<file path="src/rtl/bus_response_router_pkg.sv">
// bus_response_router_pkg: shared bus types and constants for the CPU return path.
package bus_response_router_pkg;
    localparam int N_DEV = 8;
    localparam int DW    = 32;
    localparam int IW    = $clog2(N_DEV);
    localparam int DEV_BOOT   = 0;
    localparam int DEV_SDRAM  = 1;
    localparam int DEV_GPU    = 2;
    localparam int DEV_PS2    = 3;
    localparam int DEV_GPIO   = 4;
    localparam int DEV_HEX    = 5;
    localparam int DEV_TEST   = 6;
    localparam int DEV_SDCARD = 7;
    typedef enum logic [1:0] {ST_IDLE, ST_ISSUE, ST_WAIT, ST_RESP} state_t;
endpackage

</file>
<file path="src/rtl/bus_response_router_if.sv">
// bus_response_router_if: CPU request/completion and per-device strobe/ack bundle.
interface bus_response_router_if;
    import bus_response_router_pkg::*;
    logic                  i_req;
    logic [DW-1:0]         i_address;
    logic                  i_we;
    logic [DW-1:0]         i_wdata;
    logic [3:0]            i_byte_en;
    logic [N_DEV-1:0]      i_sel;
    logic                  o_busy;
    logic                  o_done;
    logic                  o_err;
    logic [DW-1:0]         o_rdata;
    logic [N_DEV-1:0]      o_dev_req;
    logic [DW-1:0]         o_dev_address;
    logic [DW-1:0]         o_dev_wdata;
    logic                  o_dev_we;
    logic [3:0]            o_dev_byte_en;
    logic [N_DEV-1:0]      i_dev_ack;
    logic [N_DEV*DW-1:0]   i_dev_rdata;
    modport slave (
        input  i_req, i_address, i_we, i_wdata, i_byte_en, i_sel, i_dev_ack, i_dev_rdata,
        output o_busy, o_done, o_err, o_rdata, o_dev_req, o_dev_address, o_dev_wdata,
               o_dev_we, o_dev_byte_en
    );
    modport master (
        output i_req, i_address, i_we, i_wdata, i_byte_en, i_sel, i_dev_ack, i_dev_rdata,
        input  o_busy, o_done, o_err, o_rdata, o_dev_req, o_dev_address, o_dev_wdata,
               o_dev_we, o_dev_byte_en
    );
endinterface

</file>
<file path="src/rtl/bus_onehot_encode.sv">
// bus_onehot_encode: one-hot to index, valid only when exactly one bit is set.
module bus_onehot_encode
    import bus_response_router_pkg::*;
#(
    parameter int N = N_DEV
) (
    input  logic [N-1:0]         i_onehot,
    output logic [$clog2(N)-1:0] o_index,
    output logic                 o_valid
);
    always_comb begin
        o_index = '0;
        for (int k = 0; k < N; k++) o_index = i_onehot[k] ? o_index | ($clog2(N))'(k) : o_index;
        o_valid = $countones(i_onehot) == 1;
    end
endmodule

</file>
<file path="src/rtl/bus_response_router.sv">
// bus_response_router: strobes the decoder-selected device, waits for its ack, returns a one-cycle completion.
// Define BUS_TIMEOUT_EN to bound the WAIT state by TIMEOUT_CYCLES with a bus-error completion.
module bus_response_router
    import bus_response_router_pkg::*;
#(
    parameter int TIMEOUT_CYCLES = 1024
) (
    input  logic                  i_clk,
    input  logic                  i_rst_n,
    bus_response_router_if.slave  bus
);
    state_t          r_state;
    logic [IW-1:0]   r_idx;
    logic [IW-1:0]   w_idx;
    logic            w_valid;
    logic            w_ack;
    logic            w_expired;
    logic [DW-1:0]   w_slot;

    if (TIMEOUT_CYCLES < 2) begin : g_bad_timeout
        $error("TIMEOUT_CYCLES must be at least 2");
    end

    bus_onehot_encode #(.N(N_DEV)) u_sel_enc (
        .i_onehot (bus.i_sel),
        .o_index  (w_idx),
        .o_valid  (w_valid)
    );

    assign w_ack  = bus.i_dev_ack[r_idx];
    assign w_slot = bus.i_dev_rdata[DW*int'(r_idx) +: DW];

`ifdef BUS_TIMEOUT_EN
    localparam int CW = $clog2(TIMEOUT_CYCLES);
    logic [CW-1:0] r_cnt;
    // Counts WAIT cycles; expiry on the last allowed cycle so RESP lands at 2+TIMEOUT_CYCLES.
    always_ff @(posedge i_clk or negedge i_rst_n) begin
        if (!i_rst_n) r_cnt <= '0;
        else          r_cnt <= (r_state == ST_WAIT) ? r_cnt + 1'b1 : '0;
    end
    assign w_expired = r_cnt == CW'(TIMEOUT_CYCLES - 1);
`else
    assign w_expired = 1'b0;
`endif

    always_ff @(posedge i_clk or negedge i_rst_n) begin
        if (!i_rst_n) begin
            r_state           <= ST_IDLE;
            r_idx             <= '0;
            bus.o_busy        <= 1'b0;
            bus.o_done        <= 1'b0;
            bus.o_err         <= 1'b0;
            bus.o_rdata       <= '0;
            bus.o_dev_req     <= '0;
            bus.o_dev_address <= '0;
            bus.o_dev_wdata   <= '0;
            bus.o_dev_we      <= 1'b0;
            bus.o_dev_byte_en <= '0;
        end else begin
            bus.o_dev_req <= '0;
            bus.o_done    <= 1'b0;
            case (r_state)
                ST_IDLE: if (bus.i_req) begin
                    bus.o_dev_address <= bus.i_address;
                    bus.o_dev_wdata   <= bus.i_wdata;
                    bus.o_dev_we      <= bus.i_we;
                    bus.o_dev_byte_en <= bus.i_byte_en;
                    r_idx             <= w_idx;
                    bus.o_busy        <= 1'b1;
                    if (w_valid) begin
                        r_state       <= ST_ISSUE;
                        bus.o_dev_req <= bus.i_sel;
                    end else begin
                        r_state     <= ST_RESP;
                        bus.o_done  <= 1'b1;
                        bus.o_err   <= 1'b1;
                        bus.o_rdata <= '0;
                    end
                end
                ST_ISSUE: r_state <= ST_WAIT;
                ST_WAIT: if (w_ack || w_expired) begin
                    r_state     <= ST_RESP;
                    bus.o_done  <= 1'b1;
                    bus.o_err   <= !w_ack;
                    bus.o_rdata <= (w_ack && !bus.o_dev_we) ? w_slot : '0;
                end
                default: begin
                    r_state    <= ST_IDLE;
                    bus.o_busy <= 1'b0;
                end
            endcase
        end
    end
endmodule

</file>
<file path="src/flat_wrapper.sv">
// flat-port wrapper written by rule: the top's interface ports become plain ports
module bus_response_router_flat import bus_response_router_pkg::*;
#(
    parameter int TIMEOUT_CYCLES = 1024
)
  (i_clk, i_rst_n, bus_i_req, bus_i_address, bus_i_we, bus_i_wdata, bus_i_byte_en, bus_i_sel, bus_i_dev_ack, bus_i_dev_rdata, bus_o_busy, bus_o_done, bus_o_err, bus_o_rdata, bus_o_dev_req, bus_o_dev_address, bus_o_dev_wdata, bus_o_dev_we, bus_o_dev_byte_en);
  bus_response_router_if bus_i ();
  input  logic i_clk;
  input  logic i_rst_n;
  input wire logic [$bits(bus_i.i_req)-1:0] bus_i_req;
  input wire logic [$bits(bus_i.i_address)-1:0] bus_i_address;
  input wire logic [$bits(bus_i.i_we)-1:0] bus_i_we;
  input wire logic [$bits(bus_i.i_wdata)-1:0] bus_i_wdata;
  input wire logic [$bits(bus_i.i_byte_en)-1:0] bus_i_byte_en;
  input wire logic [$bits(bus_i.i_sel)-1:0] bus_i_sel;
  input wire logic [$bits(bus_i.i_dev_ack)-1:0] bus_i_dev_ack;
  input wire logic [$bits(bus_i.i_dev_rdata)-1:0] bus_i_dev_rdata;
  output wire logic [$bits(bus_i.o_busy)-1:0] bus_o_busy;
  output wire logic [$bits(bus_i.o_done)-1:0] bus_o_done;
  output wire logic [$bits(bus_i.o_err)-1:0] bus_o_err;
  output wire logic [$bits(bus_i.o_rdata)-1:0] bus_o_rdata;
  output wire logic [$bits(bus_i.o_dev_req)-1:0] bus_o_dev_req;
  output wire logic [$bits(bus_i.o_dev_address)-1:0] bus_o_dev_address;
  output wire logic [$bits(bus_i.o_dev_wdata)-1:0] bus_o_dev_wdata;
  output wire logic [$bits(bus_i.o_dev_we)-1:0] bus_o_dev_we;
  output wire logic [$bits(bus_i.o_dev_byte_en)-1:0] bus_o_dev_byte_en;
  assign bus_i.i_req = bus_i_req;
  assign bus_i.i_address = bus_i_address;
  assign bus_i.i_we = bus_i_we;
  assign bus_i.i_wdata = bus_i_wdata;
  assign bus_i.i_byte_en = bus_i_byte_en;
  assign bus_i.i_sel = bus_i_sel;
  assign bus_i.i_dev_ack = bus_i_dev_ack;
  assign bus_i.i_dev_rdata = bus_i_dev_rdata;
  assign bus_o_busy = bus_i.o_busy;
  assign bus_o_done = bus_i.o_done;
  assign bus_o_err = bus_i.o_err;
  assign bus_o_rdata = bus_i.o_rdata;
  assign bus_o_dev_req = bus_i.o_dev_req;
  assign bus_o_dev_address = bus_i.o_dev_address;
  assign bus_o_dev_wdata = bus_i.o_dev_wdata;
  assign bus_o_dev_we = bus_i.o_dev_we;
  assign bus_o_dev_byte_en = bus_i.o_dev_byte_en;
  bus_response_router #(.TIMEOUT_CYCLES(TIMEOUT_CYCLES)) u_core (.i_clk(i_clk), .i_rst_n(i_rst_n), .bus(bus_i));
endmodule
</file>
<file path="config.mk">
export PLATFORM = sky130hd
export DESIGN_NAME = bus_response_router_flat
export DESIGN_NICKNAME = d
export VERILOG_FILES = /design/src/rtl/bus_response_router_pkg.sv /design/src/rtl/bus_response_router_if.sv /design/src/rtl/bus_onehot_encode.sv /design/src/rtl/bus_response_router.sv /design/src/flat_wrapper.sv
export SDC_FILE = /design/constraint.sdc
export NUM_CORES = 1
export LEC_CHECK = 0
export CORE_AREA = 2 2 178 180
export CTS_BUF_LIST = sky130_fd_sc_hd__clkbuf_8
export CTS_CLUSTER_SIZE = 20
export DETAILED_ROUTE_END_ITERATION = 7
export DIE_AREA = 0 0 180 182
export PLACE_DENSITY_LB_ADDON = 0.15
export SLEW_MARGIN = 25
export SYNTH_ARGS = -nofsm -noshare
export SYNTH_HDL_FRONTEND = slang
export SYNTH_SLANG_ARGS = --single-unit
</file>
<file path="constraint.sdc">
create_clock -name i_clk -period 3.3 [get_ports i_clk]
set_input_delay 0.66 -clock i_clk [delete_from_list [all_inputs] [get_ports i_clk]]
set_output_delay 0.66 -clock i_clk [all_outputs]
set_load 0.02 [all_outputs]
</file>
# Word-level counts from Yosys, hierarchy flattened
# Index checks and enable logic that the tools add are counted.
[word_totals]
reg_bits = 117
out_inout_bits = 112
elab_cells = 68
in_bits = 344
[op_classes]
eq_ne = 6
addsub = 7
bitwise_logic = 1
magnitude_cmp = 1
n_reduce_logical = 10
n_shift = 1
mux = 31
[ops]
columns = ["cell", "count"]
rows = [
  ["$shiftx 256x9->32", 1],
  ["$mux 32", 4],
  ["$add 32x32->32", 3],
  ["$pmux 32 s2", 1],
  ["$eq 32x2->1 const B", 1],
  ["$mux 8", 3],
  ["$mux 3", 4],
  ["$mux 2", 5],
  ["$mux 1", 9],
  ["$add 1x1->2", 4],
  ["$pmux 1 s2", 3],
  ["$pmux 2 s3", 1],
  ["$reduce_and 2->1", 3],
  ["$lt 3x4->1 const B", 1],
  ["$ne 2x2->1 const B", 2],
  ["$reduce_and 4->1", 1],
  ["$bmux 1 s3", 1],
  ["$eq 2x1->1 const B", 1],
  ["$eq 2x2->1 const B", 1],
  ["$logic_not 1->1", 2],
  ["$logic_not 2->1", 1],
  ["$ne 2x1->1 const B", 1],
  ["$reduce_bool 2->1", 1],
  ["$reduce_or 2->1", 1],
  ["other kinds (2)", 2],
]

# Depth between registers and ports, before layout
# Gate-level depths: netlist of run 1.
[logic_depth]
word_depth = 7
ltp_mapped = 16
ltp_nobuf = 13

# Modules after synthesis
# Synthesis of run 1 repeated with hierarchy kept, for this count alone.
[hier_totals]
hier_cells = 568
hier_area_um2 = 6542.5
[by_module_without_submodules]
columns = ["mod", "instances", "cells_each", "seq_area_each_um2", "area_per_inst_um2"]
rows = [
  ["bus_response_router", 1, 540, 2927.8, 6283.5],
  ["bus_onehot_encode", 1, 28, 0.0, 259.0],
]

# Worst setup path before layout of run 1
# Ideal clock, no wire load.
[synth_timing]
kind = "input -> register"
start = "in bus_i_sel[0]"
end = "reg u_core.bus.o_rdata[10]"
path_slack_ps = -706
required_time_ps = 3181
arrival_time_ps = 3887
setup_time_ps = 119
n_path_buf = 3
stages = 15
path_cell_list = "ha_1 > fa_1 > inv_1 > fa_1 > inv_1 > ha_1 > fa_1 > or4b_1 > buf_2 > nand2_1 > and2_2 > or4_1 > buf_2 > buf_6 > o2bb2ai_2"
[synth_between]
elab_chain_len = 6
[synth_rtl]
columns = ["item", "line", "source"]
rows = [
  ["start, declared", "flat_wrapper.sv:15", "input wire logic [$bits(bus_i.i_sel)-1:0] bus_i_sel;"],
  ["$add 1x1->2 (implied by the code)", "bus_onehot_encode.sv:14", "o_valid = $countones(i_onehot) == 1;"],
  ["$add 32x32->32 (implied by the code) (2 in a row)", "bus_onehot_encode.sv:14", ""],
  ["$eq 32x2->1", "bus_onehot_encode.sv:14", ""],
  ["$ne 2x2->1 (no line)", "-", ""],
  ["$reduce_and 4->1 (no line)", "-", ""],
  ["end signal, assigned", "bus_response_router.sv:85", "bus.o_rdata <= (w_ack && !bus.o_dev_we) ? w_slot : '0;"],
  ["end, declared", "bus_response_router_if.sv:23", "output o_busy, o_done, o_err, o_rdata, o_dev_req, o_dev_address, o_dev_wdata,"],
]
# Every way passes these cells.
# A chain may end at the register's enable or synchronous reset.

# Final worst setup path of run 1
[layout_timing]
start = "in bus_i_sel[4]"
end = "reg u_core.bus.o_rdata[23]"
# Same word-level chain as after synthesis.

==> metrics.txt, run 1 <==
Post-Syn Area per Cell=11.8 um2; Initial DRC Count=201; Antenna Nets Post-Route=0; Die H=182 um; sequential element share of the synthesized area=43.5%; post-synthesis compound-gate area fraction=8.13%; # clock sinks=117; TritonCTS clock tree=built; via count=6303; hold_buf cts=0; Final Cell Area=0.0125 mm2; post-route clock skew=0.0151 ns; Residual DRC=0; clock power share=15.7%; GR Util All Layers=17.1%; # IOs=456; share of the synthesized area in the top cell type=43.5%; final setup violation count=37; CP Cell Sequence=buf_12 > ha_4 > fa_1 > inv_2 > fa_1 > inv_1 > ha_2 > fa_1 > or4b_4 > nand2_4 > and2_4 > or4_4 > buf_12 > buf_16 > o2bb2ai_2; Post-Syn Instances=572; total core area=0.0310 mm2; clock latency reported for the late side of the worst-skew pair=0.44 ns; Overall Power=0.00967 W; f_max=0.278 GHz; grt peak-use layer=met2; CP arrival=3.96 ns; die area=0.0328 mm2; Max Fanout on Critical Path=8; Synth Area in Simple Gates=14.2%; Placed Area=0.0119 mm2; Synth Area in Adders=3.24%; Slew @ Worst Pin=0.838 ns; Worst Path Buf+Inv=5; CTS Buf Count=17; most used cell, CP=fa_1; Post-synth EDFFs=0; Synth cell types=33; Post-Syn Area=0.00673 mm2; area grow syn2layout=86.0%; CP startpoint kind=input pin; relative slew slack=44.1%; vias in the first global route=6920; GR Layer Usage met2=30.9%; row cnt=65; input/output buffers=455; Crit path max-delay family=adder cells; Die W=180 um; FILL cells=3032; CTS Buffer Depth=2; Worst Setup Path Type=in2reg; Final Wtd Congestion=0.765; Starting Density=21.7%; mux contribution to synthesized area=27.0%; max-cap violation count=0; fin crit period=3.60 ns; worst ir drop on vdd=387 uV; violated checks=negative setup slack; CP Capture Type=flip-flop; combinational family with the most area after synthesis=multiplexers; final worst slack=-0.299 ns; initial antenna violation count=1; switching share of power=40.5%; vias per cell=4.36; DR WL/cell=19.4 um; syn_nets=931; H-Tree Level Count=4; status=finished, violations left; pin count of the biggest net entering global routing=87; nets=1390; Initial DRT Pass Iterations=6; layout cells sized above 1=18.5%; antenna diode count=0; Slowest cell on crit path=fa_1; Worst path max stage delay=0.55 ns; CTS root buffer=clkbuf_8; Finished Layout Cells=1446; asr flop ratio synth=100%; Seq pwr share=26.6%; met3 Track Usage GR=5.70%; DPL Wire Length=21800 um; Final Hold Fails=0; P_int=0.00575 W; fin. max-slew vios=0; Overflow after GRT=0; pwr/cell area=773 mW/mm2; DP Cell Count=1407; met1 global-route usage=19.8%; LEAKAGE=5.43 nW; unrepaired setup endpoints after global routing=yes; dominant cells by area after synthesis=dfrtp_1 44%, mux4_2 21%, nand2_1 12%; xor/xnor share of the synthesized area=0%; first-pass GRT wire length=42800 um; routed wire length=28000 um; sw power=0.00392 W; prevailing post-synth register cell=dfrtp_1; Synth area leader=dfrtp_1; Yosys reg bits=117; Ys Warns=0; HP Class=in2async; Comb power frac=57.8%; crit share post-route=109%; clock-pin slew on the worst setup and hold paths=0.09 ns; Req. time, crit path=3.66 ns
-- Yosys cell counts (2+ instances only) --
cell type / number
o2bb2ai_2: 30
buf_1: 6
nand3b_2: 2
fa_1: 4
mux4_2: 64
inv_1: 16
dfrtp_1: 117
buf_6: 3
o21ai_1: 4
nor2_1: 7
clkbuf_1: 20
nand2_1: 211
nor3_1: 4
and2_1: 5
mux2i_1: 36
ha_1: 11
a31oi_1: 2
a21o_1: 2
o2bb2ai_1: 2
buf_2: 13
-- metal layers --
layer	wire length, um	vias up	part of all wire [%]
met5	9	-	0.032
li1	-	2935	-
met3	2180	9	7.8
met4	138	2	0.49
met2	14800	255	53
met1	10900	3102	39
-- cell families (layout without fill, tap and decap cells) --
logic type                 Yosys count  after routing
muxes                              101            101
AOI/OAI and AO/OA                   44             44
DFF                                117            117
adders and majority gates           15             15
buffers and inverters               59            531
and+or+nand+nor                    236            236
-- sequential cells by signal (all words and copies together) (netlist names) --
| signal | count |
|---|---|
| u_core.bus.o_busy | 1 |
| u_core.bus.o_dev_address | 32 |
| u_core.bus.o_dev_byte_en | 4 |
| u_core.bus.o_dev_req | 8 |
| u_core.bus.o_dev_wdata | 32 |
| u_core.bus.o_dev_we | 1 |
| u_core.bus.o_done | 1 |
| u_core.bus.o_err | 1 |
| u_core.bus.o_rdata | 32 |
| u_core.r_idx | 3 |
| u_core.r_state | 2 |
-- worst reg2reg max path: cells and delay by family, from the launching register on --
family	cells	cell delay, ns
simple gates	3	1.02
compound gates	1	0.12
flops	1	0.83
buf+inv	2	0.31
-- worst paths after layout --
kind                                                               start                                  endpoint  slack (ns)  depth (start not counted)
worst max-delay path                                        bus_i_sel[4]        u_core.bus.o_rdata[23]$_DFFE_PN0P_       -0.30                         15
max in group asynchronous                                        i_rst_n        u_core.bus.o_rdata[31]$_DFFE_PN0P_        2.33                          2
worst min-delay path                                             i_rst_n    u_core.bus.o_dev_wdata[29]$_DFFE_PN0P_        0.25                          1
worst max register to register               u_core.r_idx[2]$_DFFE_PN0P_        u_core.bus.o_rdata[23]$_DFFE_PN0P_        0.96                          6
min in group i_clk                                          bus_i_sel[5]         u_core.bus.o_dev_req[5]$_DFF_PN0_        0.45                          3
worst min register to register  u_core.bus.o_dev_address[27]$_DFFE_PN0P_  u_core.bus.o_dev_address[27]$_DFFE_PN0P_        0.48                          2
-- power groups by stage --
stage / combinational (W) / sequential, W / clock [W]
CTS: 0.00568 / 0.00259 / 0.00159
detailed placement: 0.00548 / 0.00259 / 0
global route: 0.00601 / 0.00267 / 0.00166
global placement: 0.00545 / 0.00260 / 0
finish: 0.00558 / 0.00257 / 0.00151
floorplan: 0.00247 / 0.00314 / 0
-- layout make-up --
class	count	area [um2]	area share, %
timing repair buffer	483	4910	39.2
multi-input combinational	396	3650	29.2
sequential	117	2930	23.5
tap	402	503	4.02
clock buffer	17	234	1.87
clock inverter	15	206	1.65
inverter	16	70.1	0.560
-- repair_timing --
action | CTS | global route
endpoints found under the setup margin | 43 | 36
pin swaps | 9 | 2
buffers inserted | 5 | 1
resized for setup | 41 | 11
gates cloned | 2 | 0
-- through the flow --
stage	util, %	setup TNS (ns)	worst slack [ns]	hold WS [ns]
2_1_floorplan	-	-19.08	-0.561	0.364
3_3_place_gp	38.4	-51.50	-1.31	0.457
3_5_place_dp	38.4	-54.06	-1.38	0.461
4_1_cts	40.2	-6.99	-0.285	0.289
5_1_grt	40.4	-9.67	-0.344	0.304
6_report	40.4	-7.65	-0.299	0.250
-- cells in the final DEF, fill, tap and decap left out, drive strengths merged --
master / instances
nor2: 7
mux4: 64
a22o: 1
nand3: 1
a31oi: 2
nand3b: 2
buf: 35
nand2b: 1
or4: 1
inv: 25
clkinvlp: 1
bufinv: 3
nor3: 4
nand4: 1
mux2: 1
fa: 4
clkdlybuf4s50: 448
clkbuf: 17
dfrtp: 117
nor4: 1
a221oi: 1
a21oi: 1
o22a: 1
mux2i: 36
o21ai: 4
or4b: 1
nand2: 211
o2bb2ai: 32
and2: 6
ha: 11
clkinv: 2
a21o: 2
No activity file was read; power rests on OpenSTA's default activity.
==> run 2, diff against run 1 <==
--- a/config.mk
+++ b/config.mk
@@ -5,11 +5,13 @@
 export SDC_FILE = /design/constraint.sdc
 export NUM_CORES = 1
 export LEC_CHECK = 0
+export CAP_MARGIN = 10
 export CORE_AREA = 2 2 178 180
 export CTS_BUF_LIST = sky130_fd_sc_hd__clkbuf_8
 export CTS_CLUSTER_SIZE = 20
 export DETAILED_ROUTE_END_ITERATION = 7
 export DIE_AREA = 0 0 180 182
+export GPL_TIMING_DRIVEN = 0
 export PLACE_DENSITY_LB_ADDON = 0.15
 export SLEW_MARGIN = 25
 export SYNTH_ARGS = -nofsm -noshare
==> run 2 against run 1 <==
  * The flow still finishes with violations (negative setup slack)
  * Combinational power is 6.3% higher
  * Sequential cell count stayed put
  * Clock skew is 0.0024 ns higher
  * Sequential power is 5% lower
  * Design area is 1.2% higher
  * Hold slack worse by 0.15 ns
  * Via count is 0.44% higher
  * Fmax is 4.0% lower
  * Cell count is 1.9% higher
==> metrics.txt, run 2 (synthesis results as in run 1) <==
via count=6331 (+0.44%); grt peak-use layer=met2; Antenna Nets Post-Route=0 (unchanged); fin. max-slew vios=0 (unchanged); pwr/cell area=765 mW/mm2 (-1.0%); Die H=182 um (unchanged); CTS Buffer Depth=2 (unchanged); DPL Wire Length=23200 um (+6.3%); Die W=180 um (unchanged); area grow syn2layout=88.1%; most common cell after layout, fill and taps aside=clkdlybuf4s50_1; Finished Layout Cells=1473 (+1.9%); vias in the first global route=6935 (+0.22%); CTS root buffer=clkbuf_8; total core area=0.0310 mm2 (unchanged); Crit path max-delay family=adder cells; met1 global-route usage=19.8% (about the same); GR Layer Usage met2=31.7% (+0.77 points); max-cap violation count=0 (unchanged); DP Cell Count=1430 (+1.6%); unrepaired setup endpoints after global routing=yes; nets=1416 (+1.9%); layout cells sized above 1=17.1% (-1.4 points); # IOs=456 (unchanged); CP Cell Sequence=buf_8 > ha_4 > fa_1 > inv_2 > fa_1 > inv_1 > ha_2 > fa_1 > or4b_4 > nand2_4 > and2_4 > or4_4 > buf_12 > buf_12 > buf_16 > o2bb2ai_4; pin count of the biggest net entering global routing=71 (-18%); Final Wtd Congestion=0.793 (+3.7%); CP Capture Type=flip-flop; violated checks=negative setup slack; DR WL/cell=19.6 um (+1.0%); input/output buffers=455 (unchanged); Overall Power=0.00968 W (+0.12%); Seq pwr share=25.1% (-1.5 points); row cnt=65 (unchanged); switching share of power=41.1% (+0.55 points); initial antenna violation count=1 (unchanged); Initial DRT Pass Iterations=6 (unchanged); Overflow after GRT=0 (unchanged); Max Fanout on Critical Path=5 (-3); Worst Setup Path Type=in2reg; LEAKAGE=5.47 nW (+0.79%); Residual DRC=0 (unchanged); P_int=0.00571 W (-0.80%); CP arrival=4.11 ns (+0.15 ns); FF-to-FF End=u_core.bus.o_rdata[26]$_DFFE_PN0P_; routed wire length=28800 um (+2.9%); f_max=0.267 GHz (-4.0%); CP startpoint kind=input pin; clock latency reported for the late side of the worst-skew pair=0.44 ns (about the same); # clock sinks=117 (unchanged); worst ir drop on vdd=379 uV (-2.0%); Starting Density=21.7% (unchanged); final worst slack=-0.450 ns (-0.152 ns); clock-pin slew on the worst setup and hold paths=0.09 ns (about the same); Slew @ Worst Pin=0.837 ns (-0.00155 ns); H-Tree Level Count=4 (unchanged); R2R setup slack=0.81 ns (-0.15 ns); fin crit period=3.75 ns (+0.152 ns); post-route clock skew=0.0175 ns (+0.00240 ns); status=finished, violations left; Worst Path Buf+Inv=6 (+1); Req. time, crit path=3.66 ns (about the same); hold_buf cts=0 (unchanged); most used cell, CP=fa_1; r2r worst-path depth=5 (-1); final setup violation count=35 (-5.4%); met3 Track Usage GR=5.68% (-0.020 points); vias per cell=4.30 (-1.4%); GR Util All Layers=17.5% (+0.37 points); Slowest cell on crit path=or4_4; first-pass GRT wire length=43300 um (+1.1%); FILL cells=3022 (-0.33%); Final Hold Fails=0 (unchanged); Fin Setup TNS=-12.60 ns (-4.95 ns); commonest non-fill, non-tap cells in the layout=448 x clkdlybuf4s50_1, 210 x nand2_1, 117 x dfrtp_1; clock power share=13.7% (-2.0 points); TritonCTS clock tree=built; CTS Buf Count=17 (unchanged); Worst path max stage delay=0.55 ns (about the same); crit share post-route=114% (+4.6 points); pre-CTS setup slack=-1.52 ns (-0.144 ns); relative slew slack=44.2% (+0.10 points); Comb power frac=61.2% (+3.4 points); HP Class=in2async; hold_ws=0.101 ns (-0.149 ns); sw power=0.00398 W (+1.5%); Critical R2R Launch=u_core.r_idx[2]$_DFFE_PN0P_; biggest regs=u_core.bus.o_dev_address x32, u_core.bus.o_dev_wdata x32, u_core.bus.o_rdata x32; Initial DRC Count=139 (-31%); die area=0.0328 mm2 (unchanged)
-- run 2: changes by cell type in the layout (fill, tap and decap cells not counted), sizes merged --
cell / previous run / this run
clkbuf: 17 / 38
buf: 35 / 40
bufinv: 3 / 1
clkinvlp: 1 / 3
clkinv: 2 / 3
diode: 0 / 1
inv: 25 / 24
-- run 2: power by group through the flow --
| stage | combinational (W) | clock [W] | sequential (W) |
|---|---|---|---|
| final | 0.00593 | 0.00132 | 0.00243 |
| after global routing | 0.00639 | 0.00146 | 0.00251 |
| after CTS | 0.00588 | 0.00139 | 0.00243 |
| after detailed placement | 0.00563 | 0 | 0.00243 |
| after global placement | 0.00562 | 0 | 0.00243 |
| after floorplan | 0.00247 | 0 | 0.00314 |
-- run 2: what timing repair did --
action / 4_1_cts / 5_1_grt
hold endpoints to repair: 0 / 0
endpoints found under the setup margin: 43 / 42
gates cloned: 3 / 1
resized for setup: 46 / 21
pin swaps: 10 / 12
setup buffers: 9 / 2
-- run 2: layout make-up --
class                      instances  area [um2]  share of cell area (%)
timing repair buffer             469        4800                    37.9
antenna                            1        2.50                  0.0198
buffer                            40         236                    1.87
tap                              402         503                    3.98
clock inverter                    15         146                    1.16
inverter                          16        70.1                   0.554
sequential                       117        2930                    23.1
multi-input combinational        396        3730                    29.5
clock buffer                      17         234                    1.85
-- run 2: per-layer routing --
metal / routed length, um / vias up
met1: 11300 / 3055
met5: 0 / -
met3: 2000 / 15
li1: - / 2995
met4: 300 / 0
met2: 15300 / 266
-- run 2: per-stage QoR --
step / instance area (um2) / utilization (%)
finish: 12700 / 40.8
detailed placement: 11900 / 38.4
global route: 12700 / 40.8
global placement: 11900 / 38.3
floorplan: 6820 / -
CTS: 12500 / 40.4
-- run 2: worst max-delay path by stage --
| stage | cells past startpoint | end | slack (ns) | from |
|---|---|---|---|---|
| detailed placement | 16 | u_core.bus.o_rdata[26]$_DFFE_PN0P_ | -1.52 | bus_i_sel[4] |
| floorplan | 15 | u_core.bus.o_rdata[10]$_DFFE_PN0P_ | -0.56 | bus_i_sel[4] |
| global placement | 1 | u_core.bus.o_rdata[20]$_DFFE_PN0P_ | -3.52 | i_rst_n |
| global route | 16 | u_core.bus.o_rdata[17]$_DFFE_PN0P_ | -0.55 | bus_i_sel[7] |
| CTS | 17 | u_core.bus.o_rdata[16]$_DFFE_PN0P_ | -0.41 | bus_i_sel[5] |
| finish | 16 | u_core.bus.o_rdata[19]$_DFFE_PN0P_ | -0.45 | bus_i_sel[7] |
